File: src/rtl/pulse_count_multi.sv
// Multi-channel pulse counter with a shared programmable terminal count,
// per-channel wrap/one-shot behaviour and an atomic snapshot readback.
module pulse_count_multi #(
    parameter int CH          = 4,
    parameter int COUNT_WIDTH = 16,
    parameter int EDGE_MODE   = 1,
    localparam int SEL_W      = (CH > 1) ? $clog2(CH) : 1
) (
    input  logic                   i_clk,
    input  logic                   i_rst_n,
    input  logic [CH-1:0]          i_pulse,
    input  logic                   i_enable,
    input  logic                   i_clear,
    input  logic                   i_mode,
    input  logic [COUNT_WIDTH-1:0] i_terminal,
    input  logic                   i_snap,
    input  logic [SEL_W-1:0]       i_snap_sel,
    output logic [COUNT_WIDTH-1:0] o_snap_data,
    output logic                   o_snap_valid,
    output logic [CH-1:0]          o_count_equal,
    output logic [CH-1:0]          o_done
);

    localparam logic [COUNT_WIDTH-1:0] ONE  = COUNT_WIDTH'(1);
    localparam logic [SEL_W:0]         CH_L = (SEL_W + 1)'(CH);

    logic [CH-1:0]          r_pulse_q;
    logic [CH-1:0]          r_pulse_q2;
    logic [COUNT_WIDTH-1:0] r_count  [CH];
    logic [COUNT_WIDTH-1:0] r_shadow [CH];
    logic [CH-1:0]          r_done;
    logic [CH-1:0]          r_count_equal;
    logic                   r_snap_valid;

    logic [CH-1:0]          w_event;
    logic [CH-1:0]          w_count_en;
    logic                   w_term_zero;
    logic [COUNT_WIDTH-1:0] w_term_m1;
    logic [COUNT_WIDTH-1:0] w_count_nxt [CH];
    logic [CH-1:0]          w_hit_nxt;
    logic [CH-1:0]          w_done_nxt;

    generate
        if (EDGE_MODE != 0) begin : g_edge
            assign w_event = r_pulse_q & ~r_pulse_q2;
        end else begin : g_level
            assign w_event = r_pulse_q;
        end
    endgenerate

    // A channel that has finished its one-shot ignores events until clear/reset.
    assign w_count_en  = w_event & {CH{i_enable}} & ~r_done;
    assign w_term_zero = (i_terminal == '0);
    assign w_term_m1   = i_terminal - ONE;

    // The >= compare makes a terminal lowered below a running count hit on
    // the very next event instead of running out the full counter range.
    always_comb begin
        for (int i = 0; i < CH; i++) begin
            w_count_nxt[i] = r_count[i];
            w_hit_nxt[i]   = 1'b0;
            w_done_nxt[i]  = r_done[i];
            if (w_count_en[i]) begin
                if (w_term_zero) begin
                    w_count_nxt[i] = r_count[i] + ONE;
                    w_hit_nxt[i]   = &r_count[i];
                end else if (r_count[i] >= w_term_m1) begin
                    w_hit_nxt[i] = 1'b1;
                    if (i_mode) begin
                        w_count_nxt[i] = i_terminal;
                        w_done_nxt[i]  = 1'b1;
                    end else begin
                        w_count_nxt[i] = '0;
                    end
                end else begin
                    w_count_nxt[i] = r_count[i] + ONE;
                end
            end
        end
    end

    always_ff @(posedge i_clk) begin
        if (!i_rst_n) begin
            r_pulse_q     <= '0;
            r_pulse_q2    <= '0;
            r_done        <= '0;
            r_count_equal <= '0;
            r_snap_valid  <= 1'b0;
            for (int i = 0; i < CH; i++) begin
                r_count[i]  <= '0;
                r_shadow[i] <= '0;
            end
        end else begin
            r_pulse_q    <= i_pulse;
            r_pulse_q2   <= r_pulse_q;
            r_snap_valid <= i_snap;
            // Shadows take the pre-edge counts, so a same-edge event or clear is not seen.
            if (i_snap) begin
                for (int i = 0; i < CH; i++) begin
                    r_shadow[i] <= r_count[i];
                end
            end
            if (i_clear) begin
                r_done        <= '0;
                r_count_equal <= '0;
                for (int i = 0; i < CH; i++) begin
                    r_count[i] <= '0;
                end
            end else begin
                r_done        <= w_done_nxt;
                r_count_equal <= w_hit_nxt;
                for (int i = 0; i < CH; i++) begin
                    r_count[i] <= w_count_nxt[i];
                end
            end
        end
    end

    always_comb begin
        o_snap_data = '0;
        if ({1'b0, i_snap_sel} < CH_L) begin
            o_snap_data = r_shadow[i_snap_sel];
        end
    end

    assign o_snap_valid  = r_snap_valid;
    assign o_count_equal = r_count_equal;
    assign o_done        = r_done;

endmodule

File: config.mk
export PLATFORM = sky130hd
export DESIGN_NAME = pulse_count_multi
export DESIGN_NICKNAME = d
export VERILOG_FILES = /design/src/rtl/pulse_count_multi.sv
export SDC_FILE = /design/constraint.sdc
export NUM_CORES = 1
export LEC_CHECK = 0
export CORE_ASPECT_RATIO = 0.6
export CORE_MARGIN = 8
export CORE_UTILIZATION = 50
export CTS_BUF_LIST = sky130_fd_sc_hd__clkbuf_16
export CTS_CLUSTER_SIZE = 12
export DETAILED_ROUTE_END_ITERATION = 12
export PLACE_DENSITY = 0.69
export SKIP_CTS_REPAIR_TIMING = 1
export SLEW_MARGIN = 10
export SYNTH_ARGS = -nofsm -noshare
export SYNTH_HDL_FRONTEND = slang
export SYNTH_SLANG_ARGS = --single-unit
File: constraint.sdc
create_clock -name i_clk -period 5.29 [get_ports i_clk]
set_clock_uncertainty 0.05 [all_clocks]
set_input_delay 1.058 -clock i_clk [delete_from_list [all_inputs] [get_ports i_clk]]
set_output_delay 1.058 -clock i_clk [all_outputs]
set_load 0.02 [all_outputs]
# [After elaboration in Yosys (flattened, before gate mapping)]
# Memories as Yosys holds them, arrays and structs flattened.
# Index checks and enable logic that the tools add are counted.
[totals] register_bits=17 latch_bits=0 ramBits=128 mem_bits_ro=0 out_inout_bits=25 word_cells=102 mem_count=2
[classes] n_addsub=5 multipliers=0 n_div=0 order_cmp=4 n_eq_ne=0 shift=0 muxes=43 n_bitwise=23 n_reduce_logical=14
[mem_list] memory="r_count" words=4 word_bits=16 rd=4 rd_clocked_by_memory_dff=0 wr=4 line_no="29" source="logic [COUNT_WIDTH-1:0] r_count [CH];"
[mem_list] memory="r_shadow" words=4 word_bits=16 rd=1 rd_clocked_by_memory_dff=0 wr=4 line_no="30" source="logic [COUNT_WIDTH-1:0] r_shadow [CH];"
[op_table] cell="$mux W16" n=25
[op_table] cell="$add A16 B1 Y16 const B" n=4
[op_table] cell="$ge A16 B16 Y1" n=4
[op_table] cell="$reduce_and A16 Y1" n=4
[op_table] cell="$mux W1" n=18
[op_table] cell="$logic_not A16 Y1" n=1
[op_table] cell="$reduce_and A4 Y1" n=4
[op_table] cell="$sub A16 B1 Y16 const B" n=1
[op_table] cell="$and A4 B4 Y4" n=3
[op_table] cell="$or A1 B1 Y1" n=12
[op_table] cell="$reduce_or A3 Y1" n=4
[op_table] cell="$not A4 Y4" n=2
[op_table] cell="$not A1 Y1" n=6
[op_table] cell="$reduce_or A2 Y1" n=1

# [Longest topological paths before layout]
[depth] word_depth=6 mapped_depth=17

# [Worst setup path before layout]
# OpenSTA, ideal clock, no wires.
[synth_timing] path_type="input -> register" from="input i_terminal[4]" to="memory r_count[2][6]" setup_ps=129 arrival_time_ps=4451 path_slack_ps=659 cell_stages=15 path_buffers=2 cell_sequence="or4_4 > or4_4 > buf_6 > nor4_1 > xnor2_1 > ha_1 > nand3_1 > a211oi_1 > o2111ai_1 > a211oi_1 > nor4_4 > or2_2 > buf_2 > o21ai_0 > o32ai_1"
[synth_rtl] item="start: declaration" line_no="15" source="input logic [COUNT_WIDTH-1:0] i_terminal,"
[synth_rtl] item="end: declaration" line_no="29"

==> summary.md <==
| Metric | Value |
|---|---|
| Status | completed |
| Req. time, crit path | approximately 5.6 ns |
| Die area | about 23000 um^2 |
| ANT cells | 0 |
| Top-area cell type share of the netlist area | a little under two fifths |
| Synth area leaders | edfxtp_1, ha_1, dfxtp_1 |
| Worst rel slew slack | approximately 41% |
| Crit. End Element | flip-flop |
| Tot GR Track Use | about a quarter |
| Clock buffer depth | 2 |
| Commonest non-fill, non-tap cell in the layout | edfxtp_1 |
| FFs w/ async S/R, synth | 0% |
| Std-Cell Rows | 37 |
| Largest net degree at the start of global routing | between 70 and 80 |
| Yosys reg bits | roughly 150 |
| DR pass1 iterations | 5 |
| Layout cell share with drive strength beyond 1 | ~10% |
| Critical Path AT | 5.25 ns |
| Synthesized Nets | between 900 and 1000 |
| Worst skew pair latency | 0.43 ns |
| Sequential-to-total area share from yosys stat | a little under half |
| Final Hold Viols | 0 |
| Die H | approximately 120 um |
| Fin util | 60.4% |
| Syn Area/Cell | roughly 11 um^2 |
| Non-filler cells in the finished layout | 1148 |
| CP Class | in2reg |
| HPWL Detailed | between 20000 and 25000 um |
| Actual slew at the worst max-slew pin | slightly below 0.9 ns |
| # port buffers | 52 |
| Final Power | slightly above 3 mW |
| Post-Syn Area | 8930 um^2 |
| Min Clock Period, post-route | ~5 ns |
| First-pass GRT wire length | ~42000 um |
| Clock Tree Root | clkbuf_16 |
| Setup TNS | 0 ns |
| Number of synthesized flops with an enable pin | between 100 and 150 |
| Placed Cells | roughly 1100 |
| Area leader, netlist | edfxtp_1 |
| Final period util | 94.2% |
| Vias in the first global route | 6819 |
| Vias per cell | 6.35 |
| Residual DRC | 0 |
| Final setup vio count | 0 |
| Clk slew on worst S/H paths | 0.06 ns |
| CTS tree | yes |
| Max_cap viols | 0 |
| Post-DR wirelength/cell | roughly 24 um |
| Max Freq | around 0.2 GHz |
| Num ports | 53 |
| Library cells used by synthesis | 68 |
| Worst hold slack | 0.401 ns |
| Core area | about 17000 um^2 |
| Startpoint Class | input port |
| Crit Path Max Fanout | 12 |
| Inserted Clock Buffers | 17 |
| Worst VDD drop | ~0.00024 V |
| Most frequent cells in the layout | edfxtp_1, nand2_1, and3_1 |
| PD cells | 293 nW/um^2 |
| Post-synthesis cell count | around 840 |
| HP Class | reg2reg |
| Placer Congestion | 0.956 |
| Routed wire length | 27400 um |
| Prevailing post-synth register cell | edfxtp_1 |
| Unrepaired setup endpoints after global routing | no |
| GRT Residual Overflow | 0 |
| Starting Density | 51.6% |
| Clock tree sinks | 145 |
| Synthesis-to-finish area growth | 17.1% |
| Fillers | 1426 |
| Die W | 189 um |
| H-tree levels | 4 |
| Slew Viols, Final | 0 |
| Vias | 7285 |
| Initial DRC Count | roughly 890 |
| Antenna violations before repair | 1 |
| Final ANT Viol Nets | 0 |
| Final nets | around 990 |
| Leakage | ~4.4 nW |
| Synth warn | 0 |
[metrics by stage]
stage	instance area, um^2	setup slack [ns]
2_1_floorplan	8930	0.659
6_report	10500	0.307
5_1_grt	10500	0.0615
4_1_cts	10500	0.398
3_3_place_gp	9840	0.108
3_5_place_dp	9840	-0.0487
[state kept, by name (all words and copies together) (netlist names)]
name	count
o_count_equal	4
o_snap_valid	1
o_done	4
r_pulse_q	4
r_count	64
r_shadow	64
r_pulse_q2	4
[metal layers]
layer / track usage [%] / wire (um) / vias to the layer above
li1: - / - / 3304
met1: 38.4 / 13200 / 3527
met2: 31.4 / 10700 / 428
met3: 6.33 / 3220 / 24
met4: 5.01 / 202 / 2
met5: 0 / 52 / -
[critical path, cell delays in order]
cell and delay (ns):
clkdlybuf4s50_1 0.43, or4_4 0.60, or4_4 0.59, nor4_1 0.25
xnor2_1 0.17, ha_1 0.32, nand3_1 0.13, a211oi_1 0.20
o2111ai_1 0.15, a211oi_1 0.34, nor4_4 0.10, nor2_2 0.45
o21ai_0 0.18, a32o_1 0.29
[Yosys cell counts (16+ instances only)]
master      n
xor2_1     21
nand4_1    19
dfxtp_1    33
mux4_2     16
nor2_1     37
ha_1       65
clkbuf_1   33
a21oi_1    16
and3_1     73
nand3_1    43
xnor2_1    39
edfxtp_1  112
mux2i_1    31
o21ai_0    25
nand2_1   104
a21o_1     16
nor3_1     18
[cell families after synthesis]
| logic type | after synthesis | synth area share [%] |
|---|---|---|
| simple gates | 340 | 19.8 |
| flops | 145 | 45.1 |
| compound gates | 119 | 9.25 |
| fa+ha+maj | 68 | 9.45 |
| xor+xnor | 61 | 6.15 |
| buf+inv | 57 | 2.76 |
| mux | 47 | 7.51 |
[path summary, 6_finish.rpt]
path / depth (start not counted) / endpoint / start / slack [ns]
min reg2reg: 1 / r_pulse_q2[1] / r_pulse_q[1] / 0.40
max reg2reg: 11 / r_count[0][9] / r_count[0][0] / 2.49
min: 1 / r_pulse_q2[1] / r_pulse_q[1] / 0.40
max: 14 / r_count[2][10] / i_terminal[4] / 0.31
[area by class of cell]
| type | instances | area [um^2] | area share [%] |
|---|---|---|---|
| tap | 234 | 293 | 2.80 |
| sequential | 145 | 4020 | 38.5 |
| timing repair buffer | 90 | 813 | 7.78 |
| inverter | 12 | 45.0 | 0.431 |
| clock buffer | 17 | 425 | 4.07 |
| clock inverter | 15 | 185 | 1.77 |
| multi-input combinational | 635 | 4670 | 44.6 |
[power breakdown]
group / leakage (nW) / internal [mW] / switching [mW]
Sequential: 1.52 / 1.30 / 0.0771
Combinational: 2.57 / 0.188 / 0.237
Clock: 0.302 / 0.750 / 0.511
Total: 4.39 / 2.24 / 0.826
(Power assumes the default switching activity.)
